## src/rtl/video_ast_pkg.sv

```systemverilog
// Shared definitions for the Avalon-ST video field arbiter: packet types,
// grant-mode encodings and the arbiter state enum.
package video_ast_pkg;

    localparam logic [3:0] PKT_CTRL  = 4'hF;
    localparam logic [3:0] PKT_VIDEO = 4'h0;

    localparam logic [1:0] MODE_FIXED0    = 2'd0;
    localparam logic [1:0] MODE_FIXED1    = 2'd1;
    localparam logic [1:0] MODE_ALT_FIELD = 2'd2;
    localparam logic [1:0] MODE_ALT_FRAME = 2'd3;

    typedef enum logic [2:0] {
        S_ARB,
        S_WAIT_CTRL,
        S_CTRL,
        S_WAIT_VID,
        S_VIDEO
    } state_t;

endpackage

```

## src/rtl/ast_pkt_monitor.sv

```systemverilog
// Per-input start-of-packet decoder: flags a valid sop beat and whether it
// opens a control or a video packet.
module ast_pkt_monitor
    import video_ast_pkg::*;
(
    input  logic       valid,
    input  logic       sop,
    input  logic [3:0] pkt_type,
    output logic       is_sop,
    output logic       is_ctrl,
    output logic       is_video
);

    assign is_sop   = valid & sop;
    assign is_ctrl  = is_sop & (pkt_type == PKT_CTRL);
    assign is_video = is_sop & (pkt_type == PKT_VIDEO);

endmodule

```

## src/rtl/ast_field_arbiter.sv

```systemverilog
// Two-input Avalon-ST video arbiter that forwards whole fields (control packet
// followed by video packet) and re-arbitrates only at field boundaries.
module ast_field_arbiter
    import video_ast_pkg::*;
#(
    parameter int DATA_WIDTH     = 8,
    parameter int DROP_UNGRANTED = 1,
    parameter int CNT_WIDTH      = 16
) (
    input  logic                  clock,
    input  logic                  reset,
    input  logic [1:0]            mode,
    input  logic [DATA_WIDTH-1:0] in0_data,
    input  logic                  in0_valid,
    input  logic                  in0_startofpacket,
    input  logic                  in0_endofpacket,
    output logic                  in0_ready,
    input  logic [DATA_WIDTH-1:0] in1_data,
    input  logic                  in1_valid,
    input  logic                  in1_startofpacket,
    input  logic                  in1_endofpacket,
    output logic                  in1_ready,
    output logic [DATA_WIDTH-1:0] dout_data,
    output logic                  dout_valid,
    output logic                  dout_startofpacket,
    output logic                  dout_endofpacket,
    input  logic                  dout_ready,
    output logic                  grant,
    output logic                  err_pulse,
    output logic [CNT_WIDTH-1:0]  field_cnt
);

    localparam logic UNGRANTED_READY = (DROP_UNGRANTED != 0);

    state_t                state_q, state_d;
    logic                  grant_q, grant_d;
    logic                  alt_q, alt_d;
    logic                  phase_q, phase_d;
    logic                  err_q, err_d;
    logic [CNT_WIDTH-1:0]  cnt_q, cnt_d;

    logic                  in0_is_sop, in0_is_ctrl, in0_is_video;
    logic                  in1_is_sop, in1_is_ctrl, in1_is_video;
    logic                  g_valid, g_sop, g_eop;
    logic                  g_is_sop, g_is_ctrl, g_is_video;
    logic [DATA_WIDTH-1:0] g_data;

    logic                  out_valid, out_sop, out_eop, take;
    logic [DATA_WIDTH-1:0] out_data;

    ast_pkt_monitor u_mon0 (
        .valid    (in0_valid),
        .sop      (in0_startofpacket),
        .pkt_type (in0_data[3:0]),
        .is_sop   (in0_is_sop),
        .is_ctrl  (in0_is_ctrl),
        .is_video (in0_is_video)
    );

    ast_pkt_monitor u_mon1 (
        .valid    (in1_valid),
        .sop      (in1_startofpacket),
        .pkt_type (in1_data[3:0]),
        .is_sop   (in1_is_sop),
        .is_ctrl  (in1_is_ctrl),
        .is_video (in1_is_video)
    );

    assign g_data     = grant_q ? in1_data          : in0_data;
    assign g_valid    = grant_q ? in1_valid         : in0_valid;
    assign g_sop      = grant_q ? in1_startofpacket : in0_startofpacket;
    assign g_eop      = grant_q ? in1_endofpacket   : in0_endofpacket;
    assign g_is_sop   = grant_q ? in1_is_sop        : in0_is_sop;
    assign g_is_ctrl  = grant_q ? in1_is_ctrl       : in0_is_ctrl;
    assign g_is_video = grant_q ? in1_is_video      : in0_is_video;

    always_comb begin
        state_d   = state_q;
        grant_d   = grant_q;
        alt_d     = alt_q;
        phase_d   = phase_q;
        cnt_d     = cnt_q;
        err_d     = 1'b0;
        out_valid = 1'b0;
        out_sop   = 1'b0;
        out_eop   = 1'b0;
        out_data  = '0;
        take      = 1'b0;

        case (state_q)
            S_ARB: begin
                case (mode)
                    MODE_FIXED0: grant_d = 1'b0;
                    MODE_FIXED1: grant_d = 1'b1;
                    MODE_ALT_FIELD: begin
                        grant_d = alt_q;
                        alt_d   = ~alt_q;
                    end
                    MODE_ALT_FRAME: begin
                        grant_d = alt_q;
                        phase_d = ~phase_q;
                        if (phase_q) alt_d = ~alt_q;
                    end
                    default: grant_d = 1'b0;
                endcase
                state_d = S_WAIT_CTRL;
            end

            S_WAIT_CTRL: begin
                if (g_is_ctrl) begin
                    out_valid = 1'b1;
                    out_data  = g_data;
                    out_sop   = 1'b1;
                    out_eop   = g_eop;
                    take      = dout_ready;
                    if (dout_ready) state_d = g_eop ? S_WAIT_VID : S_CTRL;
                end else begin
                    take  = 1'b1;
                    err_d = g_is_sop;
                end
            end

            S_WAIT_VID: begin
                if (g_is_video) begin
                    out_valid = 1'b1;
                    out_data  = g_data;
                    out_sop   = 1'b1;
                    out_eop   = g_eop;
                    take      = dout_ready;
                    // A one-beat video packet closes the field immediately.
                    if (dout_ready && g_eop) begin
                        cnt_d   = cnt_q + CNT_WIDTH'(1);
                        state_d = S_ARB;
                    end else if (dout_ready) begin
                        state_d = S_VIDEO;
                    end
                end else begin
                    take  = 1'b1;
                    err_d = g_is_sop;
                end
            end

            S_CTRL, S_VIDEO: begin
                if (g_is_sop) begin
                    // Close the open packet with a filler eop; the sop beat waits.
                    out_valid = 1'b1;
                    out_eop   = 1'b1;
                    if (dout_ready) begin
                        err_d   = 1'b1;
                        state_d = S_ARB;
                    end
                end else begin
                    out_valid = g_valid;
                    out_data  = g_data;
                    out_eop   = g_eop;
                    take      = dout_ready;
                    if (g_valid && dout_ready && g_eop) begin
                        if (state_q == S_CTRL) begin
                            state_d = S_WAIT_VID;
                        end else begin
                            cnt_d   = cnt_q + CNT_WIDTH'(1);
                            state_d = S_ARB;
                        end
                    end
                end
            end

            default: state_d = S_ARB;
        endcase

        if (!out_valid) begin
            out_data = '0;
            out_sop  = 1'b0;
            out_eop  = 1'b0;
        end
    end

    always_ff @(posedge clock or posedge reset) begin
        if (reset) begin
            state_q <= S_ARB;
            grant_q <= 1'b0;
            alt_q   <= 1'b0;
            phase_q <= 1'b0;
            err_q   <= 1'b0;
            cnt_q   <= '0;
        end else begin
            state_q <= state_d;
            grant_q <= grant_d;
            alt_q   <= alt_d;
            phase_q <= phase_d;
            err_q   <= err_d;
            cnt_q   <= cnt_d;
        end
    end

    assign dout_valid         = out_valid;
    assign dout_data          = out_data;
    assign dout_startofpacket = out_sop;
    assign dout_endofpacket   = out_eop;
    assign in0_ready          = grant_q ? UNGRANTED_READY : take;
    assign in1_ready          = grant_q ? take : UNGRANTED_READY;
    assign grant              = grant_q;
    assign err_pulse          = err_q;
    assign field_cnt          = cnt_q;

endmodule

```

## config.mk

```make
export PLATFORM = sky130hd
export DESIGN_NAME = ast_field_arbiter
export DESIGN_NICKNAME = d
export VERILOG_FILES = /design/src/rtl/video_ast_pkg.sv /design/src/rtl/ast_pkt_monitor.sv /design/src/rtl/ast_field_arbiter.sv
export SDC_FILE = /design/constraint.sdc
export NUM_CORES = 1
export LEC_CHECK = 0
export ABC_AREA = 1
export BUFFER_PORTS_ARGS = -buffer_cell sky130_fd_sc_hd__buf_2
export CORE_MARGIN = 5
export CORE_UTILIZATION = 49
export CTS_BUF_LIST = sky130_fd_sc_hd__clkbuf_8
export DETAILED_ROUTE_END_ITERATION = 16
export PLACE_DENSITY_LB_ADDON = 0.12
export REMOVE_ABC_BUFFERS = 1
export SKIP_LAST_GASP = 1
export SLEW_MARGIN = 20
export SYNTH_ARGS = -nofsm -noshare
export SYNTH_HDL_FRONTEND = slang
export SYNTH_HIERARCHICAL = 1
export SYNTH_SLANG_ARGS = --single-unit
export TNS_END_PERCENT = 50
```

## constraint.sdc

```tcl
create_clock -name clock -period 1.35 [get_ports clock]
set_input_delay 0.135 -clock clock [delete_from_list [all_inputs] [get_ports clock]]
set_output_delay 0.135 -clock clock [all_outputs]
set_load 0.02 [all_outputs]
```

---- Yosys cells after proc, flatten, opt, wreduce, memory -nomap -nowiden ----
Index checks and enable logic that the tools add are counted.
word-level totals
  output and inout bits ................... 31
  RAM bits ................................ 0
  logic and storage cells ................. 103
  register bits after elaboration ......... 23
  latch bits .............................. 0
  memories ................................ 0
  memory bits (read-only) ................. 0
cells by class
  add/subtract/negate cells ............... 1
  $mul .................................... 0
  magnitude comparators ................... 0
  reductions and logical operators ........ 15
  shift operators ......................... 0
  eq/ne operators ......................... 20
  divide/modulo/power cells ............... 0
  bitwise gates (word level) .............. 8
  muxes and demuxes ....................... 53
operators with widths
  kind                                                  number
  2-to-1 mux 16 bit                                     5
  2-to-1 mux 8 bit                                      5
  case mux 16 bit (2 select lines)                      1
  2-to-1 mux 1 bit                                      24
  2-to-1 mux 3 bit                                      8
  case mux 8 bit (3 select lines)                       1
  adder 16 x 1 -> 16 bit (second input constant)        1
  inequality test 2 bit (second input constant)         8
  case mux 1 bit (3 select lines)                       5
  case mux 3 bit (4 select lines)                       1
  AND reduction 6 bit                                   2
  inequality test 3 bit (second input constant)         3
  equality test 4 bit (second input constant)           2
  logical NOT 4 bit                                     2
  bitwise AND 1 bit                                     6
  equality test 3 x 2 -> 1 bit (second input constant)  2
  equality test 2 bit (second input constant)           2
  case mux 1 bit (2 select lines)                       2
  nonzero test 2 bit                                    2
  OR reduction 2 bit                                    2
  equality test 3 x 1 -> 1 bit (second input constant)  1
  equality test 3 bit (second input constant)           1
  logical AND 1 bit                                     3
  logical NOT 3 bit                                     1
  6 further kinds                                       7

---- Depth between registers and ports, before layout ----
Gate-level depths: netlist of the first run.
  depth in word-level cells ............... 6
  mapped depth ............................ 12
  mapped depth without buffers ............ 12

---- Modules after synthesis ----
Netlist of the first run, hierarchy kept.
modules (own cells, without submodules)
  module             area each (sq um)  cells each  instances
  ast_field_arbiter  1,899.3            278         1
  ast_pkt_monitor    47.5               12          2

---- Worst setup path after synthesis of the first run ----
Ideal clock, no wire load.
  path type ............................... register to output
  start point ............................. register grant_q (netlist: grant)
  end point ............................... output dout_endofpacket
  arrival ................................. 1.587 ns
  data required time ...................... 1.215 ns
  stages on the path, launching flop included .. 7
  slack ................................... -0.372 ns
  cell sequence ........................... dfrtp_1 buf_6 inv_6 o21ai_4 o21ai_0 nand2_2 nor3b_2
between the ends
  cells in the longest elaborated chain, start to end .. 4
  elaborated cells on any way between the ends .. 14
  those cells by class .................... 14 x mux
RTL lines
  item                                        RTL line                                                                      RTL
  start, declared                             ast_field_arbiter.sv:36                                                       logic grant_q, grant_d;
  start signal, assigned                      ast_field_arbiter.sv:188                                                      grant_q <= grant_d;
  2-to-1 mux 1 bit, on equally long branches  --
  2-to-1 mux 1 bit, on equally long branches  ast_field_arbiter.sv:144, ast_field_arbiter.sv:110, ast_field_arbiter.sv:124
  case mux 1 bit (3 select lines) (*)         ast_field_arbiter.sv:90                                                       case (state_q)
  net dout_valid                              ast_field_arbiter.sv:24                                                       output logic dout_valid,
  2-to-1 mux 1 bit (*)                        ast_field_arbiter.sv:171                                                      if (!out_valid) begin
  end, declared                               ast_field_arbiter.sv:26                                                       output logic dout_endofpacket,
Mark *: on every way through the listed nets, which the timed path passes. The rest lies on a longest branch.

---- Worst setup path in the final report of the first run ----
  start point ............................. register state_q[0]
  end point ............................... output dout_endofpacket
between the ends
  cells in the longest elaborated chain, start to end .. 4
  elaborated cells on any way between the ends .. 8
  those cells by class .................... 4 x eq/ne; 3 x mux; 1 x reduce/logical
RTL lines
  item                                                                        RTL line                  RTL
  start, declared                                                             ast_field_arbiter.sv:35   state_t state_q, state_d;
  start signal, assigned                                                      ast_field_arbiter.sv:187  state_q <= state_d;
  equality test 3 x 2 -> 1 bit / equality test 3 bit (equally long branches)  ast_field_arbiter.sv:90
  OR reduction 2 bit                                                          ast_field_arbiter.sv:90
  case mux 1 bit (3 select lines)                                             ast_field_arbiter.sv:90
  2-to-1 mux 1 bit (*)                                                        ast_field_arbiter.sv:171
Every way passes the cells marked *; elsewhere a longest branch is shown, timed or not.

==> flow_summary_export.csv, run 1 <==
group,metric,value,unit
layout,drive_above_1_share,42.3,%
run,maxCapViolCount,0,
pwr,power.switching,2.28,mW
pwr,p_leak,1.70,nW
global_route,gr-total-overflow,0,
synthesis,synth_area_leader_cell,"dfrtp_1",
clock_tree,clk_pin_slew,0.08,ns
die,rows,23,
clock_tree,cts-root-buf,"clkbuf_8",
detailed_routing,drt_iter0_drc,164,
detailed_routing,drcViolationCount,0,
worst_setup_path,cp_max_fo,4,
layout,syn2layout_area_growth,50.3,%
synthesis,yosysSeqAreaShare,28.9,%
synthesis,ys.warnings.count,6,
worst_setup_path,critPathLaunch,"state_q[0]",
worst_setup_path,crit_required,1.22,ns
synthesis,async_reset_ff_share,100,%
worst_setup_path,cp-start-kind,"flip-flop",
sta,finalClockSkew,0.00408,ns
synthesis,ys_types,36,
detailed_routing,dr.pass1.iters,4,
worst_setup_path,worstSetupPathType,"reg2out",
sta,max_slew.worst_pin.slew,0.303,ns
clock_tree,cts_max_level,1,
die,core-area,3970,µm²
layout,postLayoutCellArea,3000,µm²
sta,rsz0062_at_grt,"yes",
sta,finalCritPeriodShare,137,%
sta,final-hold-violation-count,0,
synthesis,synth_enable_flop_cells,0,
layout,fin_util,75.5,%
synthesis,syn_area,1990,µm²
place,gp_congestion,0.807,
pwr,p_seq_share,20.8,%
die,die_x,73.8,µm
global_route,grt_max_degree,24,
pwr,p_clk_share,9.1,%
clock_tree,cts_tree,"yes",
pwr,p_per_area,1600,nW/µm²
run_status,failed_checks,"negative setup slack",
detailed_routing,routed_via_density,5.01,
global_route,grt_usage,22.5,%
pwr,swShare,47.4,%
synthesis,syn_inst,302,
clock_tree,clockBufferDepth,2,
sta,timing.fmax,542,MHz
worst_setup_path,cp-end-kind,"output pin",
detailed_routing,ant_nets,0,
pwr,p_int,2.53,mW
sta,min_period,1.85,ns
clock_tree,insertion_delay,0.27,ns
pwr,power_frac_comb,70.1,%
global_route,grt_pass1_wl,9.67,mm
hold_path,min_from,"mode[0]",
place,place_ws,-0.332,ns
synthesis,ys.flop_type,"dfrtp_1",
clock_tree,cts_sinks,23,
layout,diodes,0,
sta,slew_violations,0,
detailed_routing,routedWlPerCell,13.5,µm
place,dpl-instance-area,2630,µm²
run_status,outcome,"finished, violations left",
detailed_routing,finalWirelength,6.27,mm
sta,setup_viol,34,
die,dieArea,5450,µm²
synthesis,synth_top_area_share,28.9,%
place,dp_hpwl,4.14,mm
synthesis,synth_seq_cells,23,
global_route,first_global_vias,2114,
global_route,antenna_found_initial,0,
die,initial_core_util,50.2,%
worst_setup_path,worstReg2RegStart,"grant",
layout,final.fill_count,310,
sta,slew_headroom,79.8,%
synthesis,syn_avg_cell_area,6.60,µm²
die,io_pins,58,
clock_tree,cts_buffers,3,
synthesis,synth_area_leaders,"dfrtp_1 (29%), nand2_1 (24%), nand2_2 (5.6%), nor2_1 (5.3%), inv_1 (4.9%)",
hold_path,worstHoldPathType,"in2reg",
pwr,irDropWorstVdd,1.14,mV
place,portBuffers,57,
sta,layout_setup_ws,-0.497,ns
layout,fin_nets,445,
die,die_h,73.8,µm
detailed_routing,vias,2336,
worst_setup_path,worstPathArrival,1.71,ns
==> state kept, by name, indices dropped and copies added, names as in the netlist <==
name,cells
phase_q,1
alt_q,1
field_cnt,16
grant,1
err_pulse,1
state_q,3
==> routing by layer <==
layer / global-route usage, % / part of all wire, %
met5: 0 / 0
met4: 4.43 / 1.7
met3: 4.10 / 5.8
met2: 38.3 / 50
met1: 29.8 / 43
==> critical path: stages (launching register included) <==
cell,delay (ns)
dfrtp_1,0.44
buf_4,0.16
nor2_2,0.12
nand2_2,0.10
nand2_4,0.10
buf_4,0.12
a21oi_1,0.07
nor3b_2,0.17
buf_4,0.16
==> power groups by stage <==
stage	clock network [mW]	registers, mW	logic [mW]
floorplan	0	1.09	1.37
global placement	0	0.976	2.49
detailed placement	0	0.984	2.54
CTS	0.439	0.984	3.12
global route	0.473	1.03	3.62
finish	0.438	1.00	3.37
==> final cells by class <==
cell class / count / area, µm² / share of cell area [%]
Multi-Input combinational cell: 245 / 1370 / 45.7
Timing Repair Buffer: 113 / 822 / 27.4
Sequential cell: 23 / 578 / 19.3
Inverter: 31 / 121 / 4.05
Tap cell: 50 / 62.6 / 2.09
Clock buffer: 3 / 41.3 / 1.38
Clock inverter: 1 / 3.75 / 0.125
==> final timing paths <==
kind | end | slack (ns) | cells after the start
max | dout_endofpacket | -0.50 | 8
min | grant | 0.17 | 3
max reg2reg | state_q[2] | -0.47 | 11
min reg2reg | phase_q | 0.51 | 2
max in group asynchronous | state_q[1] | 0.66 | 4
min in group asynchronous | field_cnt[10] | 0.44 | 4
==> placed cells by master (no fill, tap or decap), types with 3 or more instances in the layout <==
cell / count
nand2_2: 22
o211ai_1: 9
buf_4: 50
inv_2: 5
xor2_1: 6
nand3_1: 9
inv_1: 26
o21ai_0: 6
dfrtp_1: 21
nor2_4: 6
buf_6: 13
buf_2: 46
nor2_1: 25
clkbuf_8: 3
nand2_1: 121
xnor2_1: 7
buf_12: 3
o21ai_4: 4
nand4_1: 3
nor2_2: 4
nand2_4: 7
==> cells in the mapped netlist, drive strengths merged (4+ instances only) <==
| library cell | count |
|---|---|
| o21ai | 12 |
| nand2 | 149 |
| buf | 5 |
| nand4 | 4 |
| xor2 | 6 |
| dfrtp | 23 |
| nor2 | 35 |
| inv | 31 |
| nand3 | 11 |
| o211ai | 9 |
| xnor2 | 7 |
==> timing repair <==
action	4_1_cts	5_1_grt
buffers inserted	11	4
resized for setup	50	6
pin swaps	15	10
hold buffers	1	0
gates cloned	2	1
endpoints found under the setup margin	33	37
endpoints found under the hold margin	23	0
==> kinds of logic after synthesis <==
logic type,Yosys count,share of synthesized area [%]
xor+xnor,13,5.71
fa+ha+maj,1,0.627
buf+inv,37,8.72
simple gates,204,47.6
flops,23,28.9
compound gates,24,8.47
==> per-stage QoR <==
stage                     hold WS [ns]  power [mW]  cells  TNS [ns]
after floorplan                  0.137        2.45    296    -11.85
after global placement           0.188        3.47    443     -6.78
after detailed placement         0.197        3.52    443     -8.07
after CTS                        0.178        4.54    461    -10.56
after global routing             0.187        5.12    466    -16.72
final                            0.170        4.81    466    -12.99
No activity file was read; power rests on OpenSTA's default activity.
==> run 2: changes to the inputs <==
- SKIP_CTS_REPAIR_TIMING: default -> 1
==> flow_summary_export.csv, run 2 (synthesis gave the netlist of run 1 again) <==
group,metric,value,unit
global_route,grt_pass1_wl,8.45,mm
worst_setup_path,crit_required,1.22,ns
sta,slew_headroom,79.5,%
pwr,irDropWorstVdd,1.18,mV
sta,holdWs,0.168,ns
worst_setup_path,worstReg2RegStart,"grant",
clock_tree,clockBufferDepth,2,
detailed_routing,finalWirelength,5.75,mm
clock_tree,cts_tree,"yes",
worst_setup_path,rr_endpoint,"field_cnt[2]",
die,initial_core_util,50.2,%
worst_setup_path,ff2ff_path_depth,10,
sta,tns,-12.67,ns
detailed_routing,drt_iter0_drc,163,
hold_path,min_from,"mode[0]",
sta,rsz0062_at_grt,"yes",
global_route,first_global_vias,1944,
worst_setup_path,r2r_setup_slack,-0.41,ns
run_status,failed_checks,"negative setup slack",
worst_setup_path,cp-end-kind,"output pin",
die,core-area,3970,µm²
sta,setup_viol,34,
sta,finalCritPeriodShare,135,%
die,rows,23,
global_route,gr-total-overflow,0,
place,portBuffers,57,
sta,finalClockSkew,0.00118,ns
layout,final_cells,457,
clock_tree,cts_sinks,23,
detailed_routing,ant_nets,0,
layout,drive_above_1_share,41.3,%
global_route,antenna_found_initial,0,
clock_tree,clk_pin_slew,0.08,ns
worst_setup_path,cp_slowest_cell,"dfrtp_2",
global_route,grt_usage,19.4,%
sta,min_period,1.83,ns
die,die_x,73.8,µm
worst_setup_path,cp_cell_sequence,"clkinv_4, nand2_2, nand2_2, nand2_4, inv_4, nor2_4, nand2_4, nor3b_2, buf_4",
layout,syn2layout_area_growth,45.3,%
sta,final-hold-violation-count,0,
detailed_routing,routed_via_density,4.89,
clock_tree,cts_max_level,1,
layout,mostFrequentLayoutCell,"nand2_1",
worst_setup_path,worstSetupPathType,"reg2out",
place,gp_congestion,0.807,
worst_setup_path,max_stage_delay,0.45,ns
layout,fin_util,73.0,%
place,dp.cells,443,
layout,diodes,0,
layout,final.fill_count,317,
die,dieArea,5450,µm²
worst_setup_path,cp-start-kind,"flip-flop",
layout,fin_nets,436,
global_route,grt_max_degree,24,
run,maxCapViolCount,0,
pwr,p_leak,1.65,nW
layout,layout_common_cells,"nand2_1 (121), buf_2 (49), buf_4 (42)",
worst_setup_path,cp_top_family,"simple AND/OR/NAND/NOR gates",
place,dp_hpwl,4.14,mm
detailed_routing,routedWlPerCell,12.6,µm
worst_setup_path,worstPathArrival,1.69,ns
detailed_routing,dr.pass1.iters,4,
sta,max_slew.worst_pin.slew,0.308,ns
detailed_routing,drcViolationCount,0,
die,io_pins,58,
place,place_ws,-0.332,ns
clock_tree,cts-root-buf,"clkbuf_8",
run_status,outcome,"finished, violations left",
hold_path,holdPathEnd,"grant",
worst_setup_path,critPathLaunch,"grant",
sta,slew_violations,0,
detailed_routing,vias,2234,
pwr,p_per_area,1550,nW/µm²
hold_path,worstHoldPathType,"in2reg",
clock_tree,cts_buffers,3,
hold_path,holdPathStages,3,
sta,timing.fmax,547,MHz
worst_setup_path,critical_path_buf_inv_count,3,
die,die_h,73.8,µm
clock_tree,insertion_delay,0.26,ns
sta,layout_setup_ws,-0.478,ns
layout,largest_reg_flops,16,
worst_setup_path,cp_max_fo,6,
run 2: changes by cell type in the layout (fill, tap and decap cells not counted), sizes merged:
| cell | change |
|---|---|
| inv | -1 |
| buf | -9 |
| clkinv | +1 |
run 2: report_power, final:
| part | internal, mW | leakage, nW | total [mW] | switching, mW |
|---|---|---|---|---|
| Sequential | 0.826 | 0.307 | 0.977 | 0.151 |
| Clock | 0.203 | 0.0269 | 0.426 | 0.223 |
| Combinational | 1.33 | 1.32 | 3.09 | 1.76 |
| Total | 2.36 | 1.65 | 4.49 | 2.14 |
run 2: worst max path at each step:
stage                             to  cells after the start
floorplan           dout_endofpacket                      5
global placement    dout_endofpacket                      7
detailed placement  dout_endofpacket                      7
CTS                 dout_endofpacket                      7
global route            dout_data[4]                     10
finish              dout_endofpacket                      9
run 2: worst min-delay path: cells and delay by family:
kind	cells	cell delay, ns
buf+inv	1	0.09
compound gates	2	0.18
run 2: layer usage:
layer / track usage (%) / up-vias / share of wire [%]
li1: - / 1159 / -
met1: 25.5 / 1025 / 46
met2: 33.7 / 46 / 49
met3: 3.69 / 4 / 5.1
met4: 2.82 / 0 / 0.50
met5: 0 / - / 0
run 2: metrics by stage:
stage | total power, mW | cell area, µm²
global route | 4.81 | 2900
CTS | 3.96 | 2670
detailed placement | 3.52 | 2630
global placement | 3.47 | 2630
finish | 4.49 | 2900
floorplan | 2.45 | 1940
run 2: final cells by class:
| class | instances | area (µm²) | share of cell area (%) |
|---|---|---|---|
| well taps | 50 | 62.6 | 2.16 |
| clock buffers | 3 | 41.3 | 1.42 |
| multi-input cells | 245 | 1360 | 46.8 |
| inverters | 31 | 124 | 4.27 |
| repair buffers | 104 | 732 | 25.3 |
| clock inverters | 1 | 3.75 | 0.130 |
| flip-flops and latches | 23 | 578 | 19.9 |
==> run 3: changes to the inputs <==
- CAP_MARGIN: default -> 20
- PLACE_DENSITY: default -> 0.79
- PLACE_DENSITY_LB_ADDON: 0.12 -> default
==> flow_summary_export.csv, run 3 (synthesis gave the netlist of run 1 again) <==
group,metric,value,unit
die,io_pins,58,
clock_tree,clk_pin_slew,0.08,ns
layout,mostFrequentLayoutCell,"nand2_1",
run_status,failed_checks,"negative setup slack",
run,maxCapViolCount,0,
worst_setup_path,cp-start-kind,"flip-flop",
layout,fin_util,75.0,%
global_route,grt_usage,19.3,%
global_route,antenna_found_initial,0,
detailed_routing,ant_nets,0,
sta,min_period,1.92,ns
run_status,outcome,"finished, violations left",
worst_setup_path,cp_max_fo,5,
detailed_routing,drt_iter0_drc,194,
hold_path,worstHoldPathType,"in2reg",
die,initial_core_util,50.2,%
clock_tree,insertion_delay,0.27,ns
sta,finalClockSkew,0.00502,ns
layout,final.fill_count,276,
hold_path,min_from,"mode[1]",
die,die_x,73.8,µm
place,portBuffers,57,
sta,max_slew.worst_pin.slew,0.293,ns
place,gp_congestion,0.863,
layout,drive_above_1_share,42.5,%
clock_tree,clockBufferDepth,2,
global_route,first_global_vias,2046,
die,rows,23,
layout,ff_latch_area,579,µm²
layout,syn2layout_area_growth,49.4,%
die,dieArea,5450,µm²
layout,largest_reg_flops,16,
layout,diodes,0,
pwr,p_per_area,1580,nW/µm²
place,dp_hpwl,3.99,mm
sta,final-hold-violation-count,0,
sta,timing.fmax,521,MHz
worst_setup_path,worstReg2RegStart,"grant",
global_route,grt_max_degree,24,
worst_setup_path,critPathLaunch,"state_q[2]",
clock_tree,cts_sinks,23,
die,die_h,73.8,µm
detailed_routing,vias,2453,
global_route,grt_pass1_wl,8.40,mm
worst_setup_path,cp-end-kind,"output pin",
layout,multiInputGateArea,1420,µm²
detailed_routing,routed_via_density,5.29,
layout,layout_common_cells,"nand2_1 (120), buf_2 (50), buf_4 (46)",
clock_tree,cts_max_level,1,
layout,fin_nets,443,
pwr,irDropWorstVdd,1.14,mV
clock_tree,cts_buffers,3,
global_route,gr-total-overflow,0,
detailed_routing,finalWirelength,6.69,mm
worst_setup_path,worstSetupPathType,"reg2out",
detailed_routing,dr.pass1.iters,4,
sta,layout_setup_ws,-0.571,ns
sta,finalCritPeriodShare,142,%
sta,tns,-13.11,ns
detailed_routing,routedWlPerCell,14.4,µm
detailed_routing,drcViolationCount,0,
clock_tree,cts_tree,"yes",
worst_setup_path,crit_required,1.22,ns
worst_setup_path,worstPathArrival,1.79,ns
place,place_ws,-0.307,ns
sta,slew_violations,0,
clock_tree,cts-root-buf,"clkbuf_8",
pwr,p_leak,1.68,nW
sta,rsz0062_at_grt,"yes",
sta,slew_headroom,80.2,%
sta,setup_viol,34,
die,core-area,3970,µm²
## run 3: cell count changes in the layout (fill, tap and decap cells not counted), sizes merged
cell and change:
inv -1, clkinv +1, nor2 +1, o21ai +1, buf +5
## run 3: worst paths after layout
path	to	slack [ns]	cells past startpoint
max	dout_endofpacket	-0.57	9
min	alt_q	0.17	3
max reg2reg	field_cnt[5]	-0.38	9
min reg2reg	field_cnt[15]	0.52	2
max in group asynchronous	state_q[0]	0.67	4
min in group asynchronous	phase_q	0.43	4
## run 3: area by class of cell
class	instances	share of cell area (%)
Tap cell	50	2.10
Inverter	31	4.16
Timing Repair Buffer	109	25.2
Multi-Input combinational cell	247	47.6
Clock inverter	1	0.168
Sequential cell	23	19.4
Clock buffer	3	1.39
## run 3: layer usage
metal,up-vias,part of all wire (%),track usage (%)
li1,1169,-,-
met1,1140,36,21.2
met2,115,53,37.1
met3,29,7.9,3.69
met4,0,3.1,4.83
met5,-,0,0
## run 3: worst max-delay path, cell delays in order, from the launching register on
cell     delay, ns
dfrtp_1       0.45
inv_2         0.14
nand2_4       0.07
nor2_4        0.12
nand2_4       0.09
buf_6         0.12
o21ai_4       0.09
nor2_1        0.10
nor3b_2       0.18
buf_4         0.17
## run 3: where the power goes
part / switching (mW) / internal (mW) / total, mW
Combinational: 1.93 / 1.35 / 3.28
Sequential: 0.160 / 0.829 / 0.988
Clock: 0.235 / 0.207 / 0.442
## run 3: per-stage QoR
step | cell area (µm²) | power (mW) | hold WS (ns) | cells
global route | 2980 | 5.00 | 0.197 | 464
CTS | 2600 | 3.88 | -0.103 | 442
detailed placement | 2550 | 3.44 | 0.192 | 438
global placement | 2550 | 3.39 | 0.189 | 438
floorplan | 1940 | 2.45 | 0.137 | 296
finish | 2980 | 4.71 | 0.169 | 464
